## src/rtl/blowfish_pkg.sv

```systemverilog
// blowfish_pkg: shared types and widths for the Blowfish Feistel core
package blowfish_pkg;
    localparam int P_ENTRIES = 18;
    localparam int P_IDX_W   = 5;
    localparam int SB_IDX_W  = 8;
    localparam int WORD_W    = 32;
    localparam logic MODE_ENC = 1'b0;
    localparam logic MODE_DEC = 1'b1;
    typedef enum logic [2:0] {IDLE, XOR_P, F_APPLY, FIN_R, FIN_L, DONE} state_t;
endpackage

```

## src/rtl/blowfish_feistel_core_f_comb.sv

```systemverilog
// blowfish_f_comb: splits xL into S-box byte indices and folds the four S-box words into F
module blowfish_f_comb
    import blowfish_pkg::*;
(
    input  logic                en,
    input  logic [WORD_W-1:0]   xl,
    input  logic [WORD_W-1:0]   sb0_word,
    input  logic [WORD_W-1:0]   sb1_word,
    input  logic [WORD_W-1:0]   sb2_word,
    input  logic [WORD_W-1:0]   sb3_word,
    output logic [SB_IDX_W-1:0] sb0_idx,
    output logic [SB_IDX_W-1:0] sb1_idx,
    output logic [SB_IDX_W-1:0] sb2_idx,
    output logic [SB_IDX_W-1:0] sb3_idx,
    output logic [WORD_W-1:0]   f
);
    assign {sb0_idx, sb1_idx, sb2_idx, sb3_idx} = en ? xl : '0;
    assign f = ((sb0_word + sb1_word) ^ sb2_word) + sb3_word;
endmodule

```

## src/rtl/blowfish_feistel_core.sv

```systemverilog
// blowfish_feistel_core: iterative Blowfish Feistel engine, one round per two cycles,
// P-array and S-boxes looked up externally with same-cycle combinational return
module blowfish_feistel_core
    import blowfish_pkg::*;
#(
    parameter int ROUNDS = 16
) (
    input  logic                clk,
    input  logic                rst,
    input  logic                in_valid,
    output logic                in_ready,
    input  logic                in_mode,
    input  logic [63:0]         in_block,
    output logic [P_IDX_W-1:0]  p_idx,
    input  logic [WORD_W-1:0]   p_word,
    output logic [SB_IDX_W-1:0] sb0_idx,
    output logic [SB_IDX_W-1:0] sb1_idx,
    output logic [SB_IDX_W-1:0] sb2_idx,
    output logic [SB_IDX_W-1:0] sb3_idx,
    input  logic [WORD_W-1:0]   sb0_word,
    input  logic [WORD_W-1:0]   sb1_word,
    input  logic [WORD_W-1:0]   sb2_word,
    input  logic [WORD_W-1:0]   sb3_word,
    output logic                out_valid,
    input  logic                out_ready,
    output logic [63:0]         out_block,
    output logic                busy
);
    localparam logic [3:0] RND_LAST = 4'(ROUNDS - 1);
    localparam logic [P_IDX_W-1:0] P_LAST = P_IDX_W'(P_ENTRIES - 1);
    localparam logic [P_IDX_W-1:0] P_ENC_R = P_IDX_W'(P_ENTRIES - 2);
    localparam logic [P_IDX_W-1:0] P_DEC_R = P_IDX_W'(1);
    state_t state;
    logic [WORD_W-1:0] xl, xr, f;
    logic [3:0] rnd;
    logic mode, dec;
    assign dec = mode == MODE_DEC;
    // decrypt walks the P-array backwards: rounds use 17..2, whitening uses 1 then 0
    always_comb
        p_idx = state == XOR_P ? (dec ? P_LAST - P_IDX_W'(rnd) : P_IDX_W'(rnd)) :
                state == FIN_R ? (dec ? P_DEC_R : P_ENC_R) :
                state == FIN_L ? (dec ? '0 : P_LAST) : '0;
    blowfish_f_comb u_f (
        .en(state == F_APPLY), .xl(xl),
        .sb0_word(sb0_word), .sb1_word(sb1_word), .sb2_word(sb2_word), .sb3_word(sb3_word),
        .sb0_idx(sb0_idx), .sb1_idx(sb1_idx), .sb2_idx(sb2_idx), .sb3_idx(sb3_idx),
        .f(f)
    );
    assign out_block = out_valid ? {xl, xr} : '0;
    always_ff @(posedge clk or posedge rst) begin
        if (rst) begin
            state     <= IDLE;
            xl        <= '0;
            xr        <= '0;
            rnd       <= '0;
            mode      <= MODE_ENC;
            out_valid <= 1'b0;
            busy      <= 1'b0;
            in_ready  <= 1'b1;
        end else begin
            case (state)
                IDLE: if (in_valid) begin
                    {xl, xr} <= in_block;
                    mode     <= in_mode;
                    rnd      <= '0;
                    state    <= XOR_P;
                    in_ready <= 1'b0;
                    busy     <= 1'b1;
                end
                XOR_P: begin
                    xl    <= xl ^ p_word;
                    state <= F_APPLY;
                end
                F_APPLY: if (rnd == RND_LAST) begin
                    xr    <= xr ^ f;
                    state <= FIN_R;
                end else begin
                    xl    <= xr ^ f;
                    xr    <= xl;
                    rnd   <= rnd + 4'd1;
                    state <= XOR_P;
                end
                FIN_R: begin
                    xr    <= xr ^ p_word;
                    state <= FIN_L;
                end
                FIN_L: begin
                    xl        <= xl ^ p_word;
                    out_valid <= 1'b1;
                    state     <= DONE;
                end
                DONE: if (out_ready) begin
                    out_valid <= 1'b0;
                    busy      <= 1'b0;
                    in_ready  <= 1'b1;
                    state     <= IDLE;
                end
                default: state <= IDLE;
            endcase
        end
    end
endmodule

```

## config.mk

```make
export PLATFORM = sky130hd
export DESIGN_NAME = blowfish_feistel_core
export DESIGN_NICKNAME = d
export VERILOG_FILES = /design/src/rtl/blowfish_pkg.sv /design/src/rtl/blowfish_feistel_core_f_comb.sv /design/src/rtl/blowfish_feistel_core.sv
export SDC_FILE = /design/constraint.sdc
export NUM_CORES = 1
export LEC_CHECK = 0
export ABC_CLOCK_PERIOD_IN_PS = 5000
export CORE_MARGIN = 1
export CORE_UTILIZATION = 50
export CTS_CLUSTER_DIAMETER = 150
export CTS_CLUSTER_SIZE = 14
export DETAILED_ROUTE_END_ITERATION = 12
export PLACE_DENSITY = 0.89
export SYNTH_ARGS = -nofsm -noshare
export SYNTH_HDL_FRONTEND = slang
export SYNTH_SLANG_ARGS = --single-unit
export TNS_END_PERCENT = 1
```

## constraint.sdc

```tcl
create_clock -name clk -period 5 [get_ports clk]
set_clock_uncertainty 0.05 [all_clocks]
set_input_delay 0.75 -clock clk [delete_from_list [all_inputs] [get_ports clk]]
set_output_delay 0.75 -clock clk [all_outputs]
set_load 0.02 [all_outputs]
```

== Word level (Yosys, flattened, before mapping) ==
Index checks and enable logic that the tools add are counted.
Storage, ports and cells
  input port bits: 229
  memory bits (writable): 0
  output and inout bits: 104
  word-level logic and storage cells: 67
  ROM bits: 0
  register bits after elaboration: 75
  memories: 0
  latch bits: 0
Operators by class
  multiplexer cells: 28
  multipliers: 0
  magnitude comparators: 0
  eq/ne operators: 9
  add/subtract/negate cells: 4
  shift operators: 0
  reductions and logical operators: 14
  divide/modulo/power cells: 0
  bitwise operators: 4
Operator list (number)
  $pmux 32 s3: 2
  $mux 32: 5
  $xor 32x32->32: 4
  $add 32x32->32: 2
  $mux 64: 1
  $mux 5: 6
  $pmux 3 s6: 1
  $reduce_and 3->1: 3
  $mux 4: 2
  $pmux 4 s2: 1
  $reduce_and 2->1: 4
  $eq 3x2->1 const B: 2
  $eq 3x3->1 const B: 2
  $mux 3: 2
  $ne 2x2->1 const B: 3
  $pmux 1 s2: 3
  $reduce_bool 2->1: 3
  $reduce_bool 3->1: 2
  $sub 5x4->5 const A: 1
  $add 4x1->4 const B: 1
  $eq 4x4->1 const B: 1
  $mux 1: 4
  $eq 3x1->1 const B: 1
  $logic_not 3->1: 1
  other kinds (2): 2

== Depth between registers and ports, before layout ==
Gate-level depths: netlist (run 1).
  depth after elaboration: 6
  gate-level depth with buffers: 22
  gate-level depth less buffers: 22

== Modules after synthesis ==
From an unflattened synthesis (run 1), not the netlist that was laid out.
Second synthesis, totals
  cells, all modules: 1136
  area total of the unflattened synthesis: 9277.6 um^2
Modules (own cells, without submodules)
  blowfish_feistel_core: sequential area each 1878.1 um^2, cells each 661, times used 1, area an instance 5716.7 um^2
  blowfish_f_comb: sequential area each 0.0 um^2, cells each 475, times used 1, area an instance 3560.9 um^2

== Worst setup path before layout (run 1) ==
No wires, ideal clock.
  path type: input to register
  start point: input sb0_word[4]
  end point: register xr[29]
  slack: 0.264 ns
  stages: 19
  arrival: 4.557 ns
  buffers on the path: 0
  cell sequence: ha_1 > a21o_1 > a221o_1 > a21oi_4 > o21ai_2 > a311oi_4 > o21ai_0 > xnor2_1 > ha_1 > a21o_1 > a21o_1 > a21oi_1 > nor2_1 > o21ai_0 > a21oi_1 > a311oi_1 > xnor2_1 > a221oi_1 > o2bb2ai_1
On the way
  longest elaborated chain between the ends: 6
Ends and longest elaborated chain
  start: declaration: line blowfish_feistel_core.sv:20  | input logic [WORD_W-1:0] sb0_word,
  $add 32x32->32: line blowfish_feistel_core_f_comb.sv:18  | assign f = ((sb0_word + sb1_word) ^ sb2_word) + sb3_word;
  $xor 32x32->32: line blowfish_feistel_core_f_comb.sv:18
  $add 32x32->32: line blowfish_feistel_core_f_comb.sv:18
  $xor 32x32->32: line blowfish_feistel_core.sv:75  | xr <= xr ^ f;
  $mux 32: line blowfish_feistel_core.sv:74  | F_APPLY: if (rnd == RND_LAST) begin
  $pmux 32 s3: line blowfish_feistel_core.sv:61  | case (state)
  end signal: assignment: line blowfish_feistel_core.sv:63  | {xl, xr} <= in_block;
  end signal: assignment: line blowfish_feistel_core.sv:75
  end signal: assignment: line blowfish_feistel_core.sv:79  | xr <= xl;
  end: declaration: line blowfish_feistel_core.sv:34  | logic [WORD_W-1:0] xl, xr, f;
Every way passes these cells.
A chain may end at the register's enable or synchronous reset.

== Worst setup path after layout (run 1) ==
  start point: input sb0_word[11]
  end point: register xl[29]
On the way
  longest elaborated chain between the ends: 6
Ends and longest elaborated chain
  $add 32x32->32: line blowfish_feistel_core_f_comb.sv:18
  $xor 32x32->32: line blowfish_feistel_core_f_comb.sv:18
  $add 32x32->32: line blowfish_feistel_core_f_comb.sv:18
  $xor 32x32->32: line blowfish_feistel_core.sv:78  | xl <= xr ^ f;
  $mux 32: line blowfish_feistel_core.sv:74
  $pmux 32 s3: line blowfish_feistel_core.sv:61
  end signal: assignment: line blowfish_feistel_core.sv:63
  end signal: assignment: line blowfish_feistel_core.sv:71  | xl <= xl ^ p_word;
  end signal: assignment: line blowfish_feistel_core.sv:78
  end: declaration: line blowfish_feistel_core.sv:34
Every way passes these cells. The select of a mux whose other input is x is not followed.

==> metrics.md, run 1 <==
| Metric | Value |
|---|---|
| Status | `finished clean` |
| Reg-to-reg endpoint | `xr[15]` |
| Crit Path Class | `in -> reg` |
| Worst skew pair latency | `0.34 ns` |
| Fill count | `1,202` |
| Synth area leader | `dfrtp_1` |
| CP max stage cell | `clkdlybuf4s50_1` |
| Max-slew violations | `0` |
| Max frequency | `0.2068 GHz` |
| Pin count of the biggest net entering global routing | `67` |
| Vias in the first global route | `10.52k` |
| Syn Inst Count | `1,166` |
| Synth Area in XOR/XNOR | `15.90%` |
| Post-synthesis simple-gate area fraction | `20.14%` |
| Peak supply drop | `416.8 uV` |
| Wirelength, routed | `36.40 mm` |
| Slew @ Worst Pin | `1.168 ns` |
| Pre-antenna DRT Iters | `6` |
| First-pass GRT wire length | `53.93 mm` |
| PD cells | `558.4 nW/um^2` |
| # IOs | `333` |
| Area grow syn2layout | `55.51%` |
| Synth cell types | `73` |
| Main flop type after synthesis | `dfrtp_1` |
| DP HPWL | `27.02 mm` |
| Top layer in use | `met5` |
| Adder-Cell Fraction of Synth Area | `9.923%` |
| Most frequent cell on the critical path | `a21o_1` |
| Hold crit path type | `reg -> reg` |
| Reg2reg setup slack | `1.38 ns` |
| Final setup viols | `0` |
| Max-slew headroom | `21.97%` |
| Share of layout cells above drive strength 1 | `13.47%` |
| Max H-tree Level | `3` |
| Iter 0 DRT Violations | `1,133` |
| # port buffers | `332` |
| Sum of buffers and inverters on the critical path | `2` |
| Async set or reset register ratio after synthesis | `100.0%` |
| Routed wl met3 | `3.757 mm` |
| Pre-CTS setup slack | `-0.5264 ns` |
| Core area | `17,420 sq um` |
| Nets@finish | `1,875` |
| Final hold viol count | `0` |
| Cts-stage hold buffer count | `0` |
| Yosys warns | `0` |
| Final worst-path cycle share | `96.70%` |
| CP arrival | `4.99 ns` |
| Main combinational cell family by area after synthesis | `compound AO/OA/AOI/OAI gates` |
| Number of antenna violations at the first check in global routing | `3` |
| Leakage | `0.005996 uW` |
| CTS tree | `built` |
| Synth Cell Area | `8977 sq um` |
| WP depth | `22` |
| Tot GR Track Use | `37.60%` |
| Total negative slack | `0 ns` |
| Wl on met1 | `13.45 mm` |
| Grt total ovfl | `0` |
| Flops & latches, synth | `75` |
| Crit path cell chain | `clkdlybuf4s50_1, ha_1, and3_1, a31o_1, a21oi_2, o21bai_1, o31a_1, a21o_1, a21o_1, xnor2_2, ha_2, a21o_1, a21o_1, a21oi_2, nor2_1, o21ai_1, a21oi_2, a311oi_2, xnor2_2, buf_4, xnor2_1, o21ai_0` |
| Detailed-route DRC error count | `0` |
| Synth Area in Compound Gates | `28.70%` |
| Routed via count | `11.14k` |
| Critical Path Sink | `xl[29]` |
| CTS clk-pin slew, worst paths | `0.06 ns` |
| Drt via density | `6.164` |
| CTS Buffer Depth | `2` |
| EDFF count, synth | `0` |
| Die height | `136.0 microns` |
| Worst Path Required | `5.16 ns` |
| Post-synth top area share | `20.63%` |
| Commonest cells after routing, fill and taps aside | `clkdlybuf4s50_1 (318), buf_4 (130), nor2_1 (126), xnor2_1 (100), o21ai_0 (97)` |
| Most common cell after layout, fill and taps aside | `clkdlybuf4s50_1` |
| Clk root buf | `clkbuf_16` |
| Average wire per standard cell | `20.13 microns` |
| Placed Cells incl. Taps | `1,773` |
| Crit end category | `flop` |
| Minimum clock period | `4.835 ns` |
| # clock sinks | `75` |
| Ranking of synthesized cells by area | `dfrtp_1 (21%), xnor2_1 (10%), ha_1 (9.5%), o21ai_0 (6.0%), xor2_1 (5.9%)` |
| Final worst slack | `0.1652 ns` |
| Total power | `7796 uW` |
| Die ar. | `18,490 sq um` |
| Mux share of post-synthesis cell area | `0.5854%` |
| Worst r2r path cells | `6` |
| Routability cong. | `1.002` |
| Syn Nets | `1,465` |
| Worst path top cell family by delay | `compound AO/OA/AOI/OAI gates` |
| CP Launch Type | `primary input` |
| Worst stage delay on the critical path | `0.43 ns` |
| Post-route antenna net violation count | `0` |
| Worst setup path start | `sb0_word[11]` |
| Starting Density | `51.54%` |
| Critical R2R Launch | `state[0]` |
| Max Cap Viol | `0` |
| Die width | `136.0 microns` |
| Worst Path Max Fanout | `3` |
| TritonCTS buffer count | `9` |
| Avg Cell Area, Syn | `7.699 sq um` |
| Fin cells | `1,808` |
| Sequential share of the synthesized area | `20.92%` |
| Met2 Wirelength | `17.64 mm` |
| Rows | `48` |
metal layers:
metal,global-route usage [%],up-vias
li1,-,5043
met1,45.82,5220
met2,64.00,742
met3,7.271,135
met4,16.79,4
met5,0,-
stage by stage:
stage	cell area (sq um)	hold slack, ns	util (%)
2_1_floorplan	8977	0.4470	-
4_1_cts	13620	0.5046	78.18
3_3_place_gp	13220	0.4783	75.91
6_report	13960	0.5035	80.16
3_5_place_dp	13220	0.4913	75.91
5_1_grt	13960	0.5302	80.14
worst register-to-register path, cell delays in order, from the launching register on:
cell	delay (ns)
dfrtp_1	0.94
inv_1	0.48
a21oi_1	0.30
or2_2	0.77
nor2_1	0.46
a221oi_1	0.36
o21ai_0	0.13
how the worst min path moves through the flow:
stage	startpoint	cells after the start	to
after floorplan	xl[26]	2	xl[26]
after global placement	in_ready	2	in_ready
after detailed placement	xl[26]	2	xl[26]
after CTS	xl[26]	2	xl[26]
after global routing	xl[26]	2	xl[26]
final	xl[26]	2	xl[26]
cell type report:
| cell class | instances | area (sq um) | share of cell area, % |
|---|---|---|---|
| timing repair buffer | 463 | 4345 | 31.13 |
| clock inverter | 6 | 113.9 | 0.8156 |
| inverter | 26 | 98.84 | 0.7080 |
| clock buffer | 10 | 229.0 | 1.640 |
| sequential | 75 | 1879 | 13.46 |
| antenna | 2 | 5.005 | 0.03585 |
| tap | 225 | 281.5 | 2.016 |
| multi-input combinational | 1001 | 7008 | 50.20 |
registers in the layout, indices dropped and copies added, names as in the netlist:
| register | cells |
|---|---|
| xl | 32 |
| in_ready | 1 |
| rnd | 4 |
| xr | 32 |
| dec | 1 |
| out_valid | 1 |
| busy | 1 |
| state | 3 |
Yosys cell counts, drive strengths merged, types with 3 or more instances:
| cell type | number |
|---|---|
| and2 | 66 |
| nor2b | 9 |
| o31a | 3 |
| or2 | 4 |
| a31oi | 11 |
| o211ai | 3 |
| xnor2 | 103 |
| o21a | 6 |
| a221oi | 42 |
| nor3 | 24 |
| xor2 | 60 |
| o32ai | 3 |
| a22o | 4 |
| a22oi | 6 |
| a21oi | 105 |
| a311oi | 3 |
| a21o | 29 |
| or3 | 3 |
| o21bai | 5 |
| inv | 26 |
| dfrtp | 74 |
| nand3 | 10 |
| a31o | 6 |
| o21ai | 113 |
| mux2i | 3 |
| nor3b | 6 |
| nand2b | 7 |
| buf | 6 |
| ha | 68 |
| and3 | 38 |
| nand4 | 3 |
| nor2 | 130 |
| o31ai | 3 |
| a211oi | 9 |
| clkbuf | 58 |
| o22ai | 9 |
| nand2 | 67 |
| a222oi | 7 |
timing repair:
action	CTS	global route
setup buffers	0	17
pin swaps	5	56
gates resized for setup	16	55
endpoints found under the setup margin	11	27
logic make-up (layout without fill, tap and decap cells):
group,Yosys count,in the layout
AO/OA/AOI/OAI,391,391
AND/OR/NAND/NOR,372,372
XOR/XNOR,163,163
buffers and inverters,90,505
flip-flops,75,75
adder cells (fa/ha/maj),70,70
multiplexers,5,5
other,0,2
power breakdown:
group          switching, uW  internal [uW]  total [uW]
Sequential               604            920        1520
Clock                    274            489         763
Combinational           2960           2550        5510
Total                   3830           3960        7800
(Power assumes the default switching activity.)
==> run 2, diff against run 1 <==
CORE_MARGIN = 4   (was 1)
RECOVER_POWER = 100   (was not set)
==> run 2 against run 1 <==
Net effect: the run now ends with max-capacitance violations, max-slew violations left; sequential share of layout area about the same; worst hold slack lost 0.0028 ns; core utilization fell by 0.29 points; combinational power about the same; critical path depth down 1.
==> metrics.md, run 2 (synthesis results as in run 1) <==
| Metric | Value |
|---|---|
| Status | `finished with violations` |
| Failing checks | `max-capacitance violations, max-slew violations` |
| TritonCTS buffer count | `9 (unchanged)` |
| Clk root buf | `clkbuf_16` |
| Starting Density | `51.54% (unchanged)` |
| CTS Buffer Depth | `2 (unchanged)` |
| Max-slew violations | `221 (+221)` |
| Worst skew pair latency | `0.34 ns (about the same)` |
| Detailed-route DRC error count | `0 (unchanged)` |
| Hold Crit Endpoint | `in_ready` |
| Fin area | `13,910 sq um (-0.36%)` |
| CP arrival | `5.06 ns (+0.07 ns)` |
| Number of antenna violations at the first check in global routing | `6 (+3)` |
| Fill count | `1,215 (+1.1%)` |
| Iter 0 DRT Violations | `1,010 (-11%)` |
| Die height | `142.0 microns (+4.4%)` |
| Final setup viols | `0 (unchanged)` |
| Hold slack | `0.5007 ns (-0.002755 ns)` |
| Critical R2R Launch | `state[1]` |
| CP Launch Type | `primary input` |
| # clock sinks | `75 (unchanged)` |
| Slew @ Worst Pin | `2.308 ns (+1.141 ns)` |
| Drt via density | `5.999 (-2.7%)` |
| Worst Path Required | `5.12 ns (-0.04 ns)` |
| PD cells | `545.8 nW/um^2 (-2.3%)` |
| Placed cell area | `13,220 sq um (unchanged)` |
| CTS tree | `built` |
| Vias in the first global route | `10.28k (-2.3%)` |
| First-pass GRT wire length | `53.52 mm (-0.77%)` |
| Hold wc startpoint | `in_ready` |
| Core area | `17,420 sq um (unchanged)` |
| Pre-antenna DRT Iters | `7 (+1)` |
| Share of layout cells above drive strength 1 | `13.16% (-0.31 points)` |
| DP HPWL | `27.01 mm (about the same)` |
| Reg-to-reg endpoint | `xl[21]` |
| Worst r2r path cells | `7 (+1)` |
| Average wire per standard cell | `19.94 microns (-0.95%)` |
| Biggest regs | `xl x32, xr x32, rnd x4` |
| Rows | `48 (unchanged)` |
| Routability cong. | `0.9778 (-2.4%)` |
| Worst Path Max Fanout | `3 (unchanged)` |
| Wirelength, routed | `36.06 mm (-0.95%)` |
| Reg2reg setup slack | `0.73 ns (-0.65 ns)` |
| Peak supply drop | `394.5 uV (-5.4%)` |
| Die ar. | `20,160 sq um (+9.0%)` |
| Commonest cells after routing, fill and taps aside | `clkdlybuf4s50_1 (260), nor2_1 (126), buf_4 (119), o21ai_0 (100), xnor2_1 (99)` |
| Hold crit path type | `reg -> reg` |
| Post-route antenna net violation count | `0 (unchanged)` |
| # port buffers | `332 (unchanged)` |
| Crit Path Class | `in -> reg` |
| Final worst slack | `0.05648 ns (-0.1087 ns)` |
| Max Cap Viol | `5 (+5)` |
| Final hold viol count | `0 (unchanged)` |
| CTS clk-pin slew, worst paths | `0.06 ns (about the same)` |
| Leakage | `0.006024 uW (+0.47%)` |
| Max frequency | `0.2023 GHz (-2.2%)` |
| Nets@finish | `1,874 (-0.053%)` |
| Max H-tree Level | `3 (unchanged)` |
| Crit end category | `flop` |
| Tot GR Track Use | `32.97% (-4.6 points)` |
| Max-slew headroom | `-53.90% (-76 points)` |
| Total power | `7593 uW (-2.6%)` |
| Pre-CTS setup slack | `-0.4202 ns (+0.1062 ns)` |
| Die width | `142.0 microns (+4.4%)` |
| Most common cell after layout, fill and taps aside | `clkdlybuf4s50_1` |
| Grt total ovfl | `0 (unchanged)` |
| Hold path depth | `2 (unchanged)` |
| Area grow syn2layout | `54.95%` |
| # IOs | `333 (unchanged)` |
| Routed via count | `10.85k (-2.7%)` |
| Final worst-path cycle share | `98.87% (+2.2 points)` |
| Minimum clock period | `4.944 ns (+0.1087 ns)` |
| Pin count of the biggest net entering global routing | `67 (unchanged)` |
run 2: cell types whose count changed in the layout (fill, tap and decap cells not counted), moves of 9 or more:
| cell | before | now |
|---|---|---|
| and2_1 | 66 | 29 |
| clkbuf_1 | 1 | 10 |
| dlygate4sd3_1 | 0 | 65 |
| and2_0 | 0 | 37 |
| clkdlybuf4s50_1 | 318 | 260 |
| buf_4 | 130 | 119 |
run 2: worst max-delay path by stage:
stage	startpoint	cells after the start	endpoint	slack, ns
6_report	sb0_word[2]	21	xl[31]	0.06
5_1_grt	sb0_word[2]	21	xl[31]	-0.14
4_1_cts	sb0_word[1]	22	xl[20]	-0.02
3_5_place_dp	sb0_word[1]	22	xr[29]	-0.42
3_3_place_gp	sb0_word[1]	22	xr[29]	-0.32
2_1_floorplan	sb0_word[4]	19	xr[29]	0.26
run 2: stage by stage:
| step | cells | utilization [%] | setup TNS, ns |
|---|---|---|---|
| 2_1_floorplan | 1166 | - | 0 |
| 3_3_place_gp | 1773 | 75.91 | -4.107 |
| 4_1_cts | 1790 | 77.70 | -0.02235 |
| 6_report | 1808 | 79.87 | 0 |
| 5_1_grt | 1808 | 79.87 | -0.8028 |
| 3_5_place_dp | 1773 | 75.91 | -7.126 |
run 2: final cells by class:
type	count	area (sq um)	area share, %
diodes	3	7.507	0.05397
clock buffers	14	254.0	1.826
clock inverters	2	12.51	0.08994
inverters	26	98.84	0.7106
multi-input cells	1001	7066	50.79
flip-flops and latches	75	1878	13.50
well taps	225	281.5	2.024
repair buffers	462	4313	31.00
run 2: worst max-delay path, stage by stage:
cell and delay [ns]:
clkdlybuf4s50_1 0.50, ha_4 0.21, buf_6 0.11, a21o_1 0.18, a221o_1 0.39, a21oi_4 0.19, o21ai_4 0.09, a311oi_4 0.28
buf_6 0.16, o21bai_1 0.07, a21oi_1 0.21, xnor2_1 0.18, ha_1 0.30, a21oi_2 0.20, nor2_1 0.08, nor3_2 0.25
o2bb2ai_4 0.18, o31ai_4 0.10, a211oi_2 0.26, xor2_1 0.23, o221ai_1 0.14
run 2: timing repair:
item	in CTS	in global routing
pin swaps	5	61
gates resized for setup	10	69
endpoints found under the setup margin	7	32
hold buffers	0	0
buffers inserted	1	15
run 2: layer usage:
metal / track usage (%) / share of wire (%)
met1: 41.49 / 38
met2: 55.95 / 48
met3: 6.956 / 9.9
met4: 11.77 / 3.7
met5: 0 / 0.12
run 2: report_power, final:
part	internal [uW]	switching [uW]
clock network	350	257
registers	921	566
logic	2510	2990
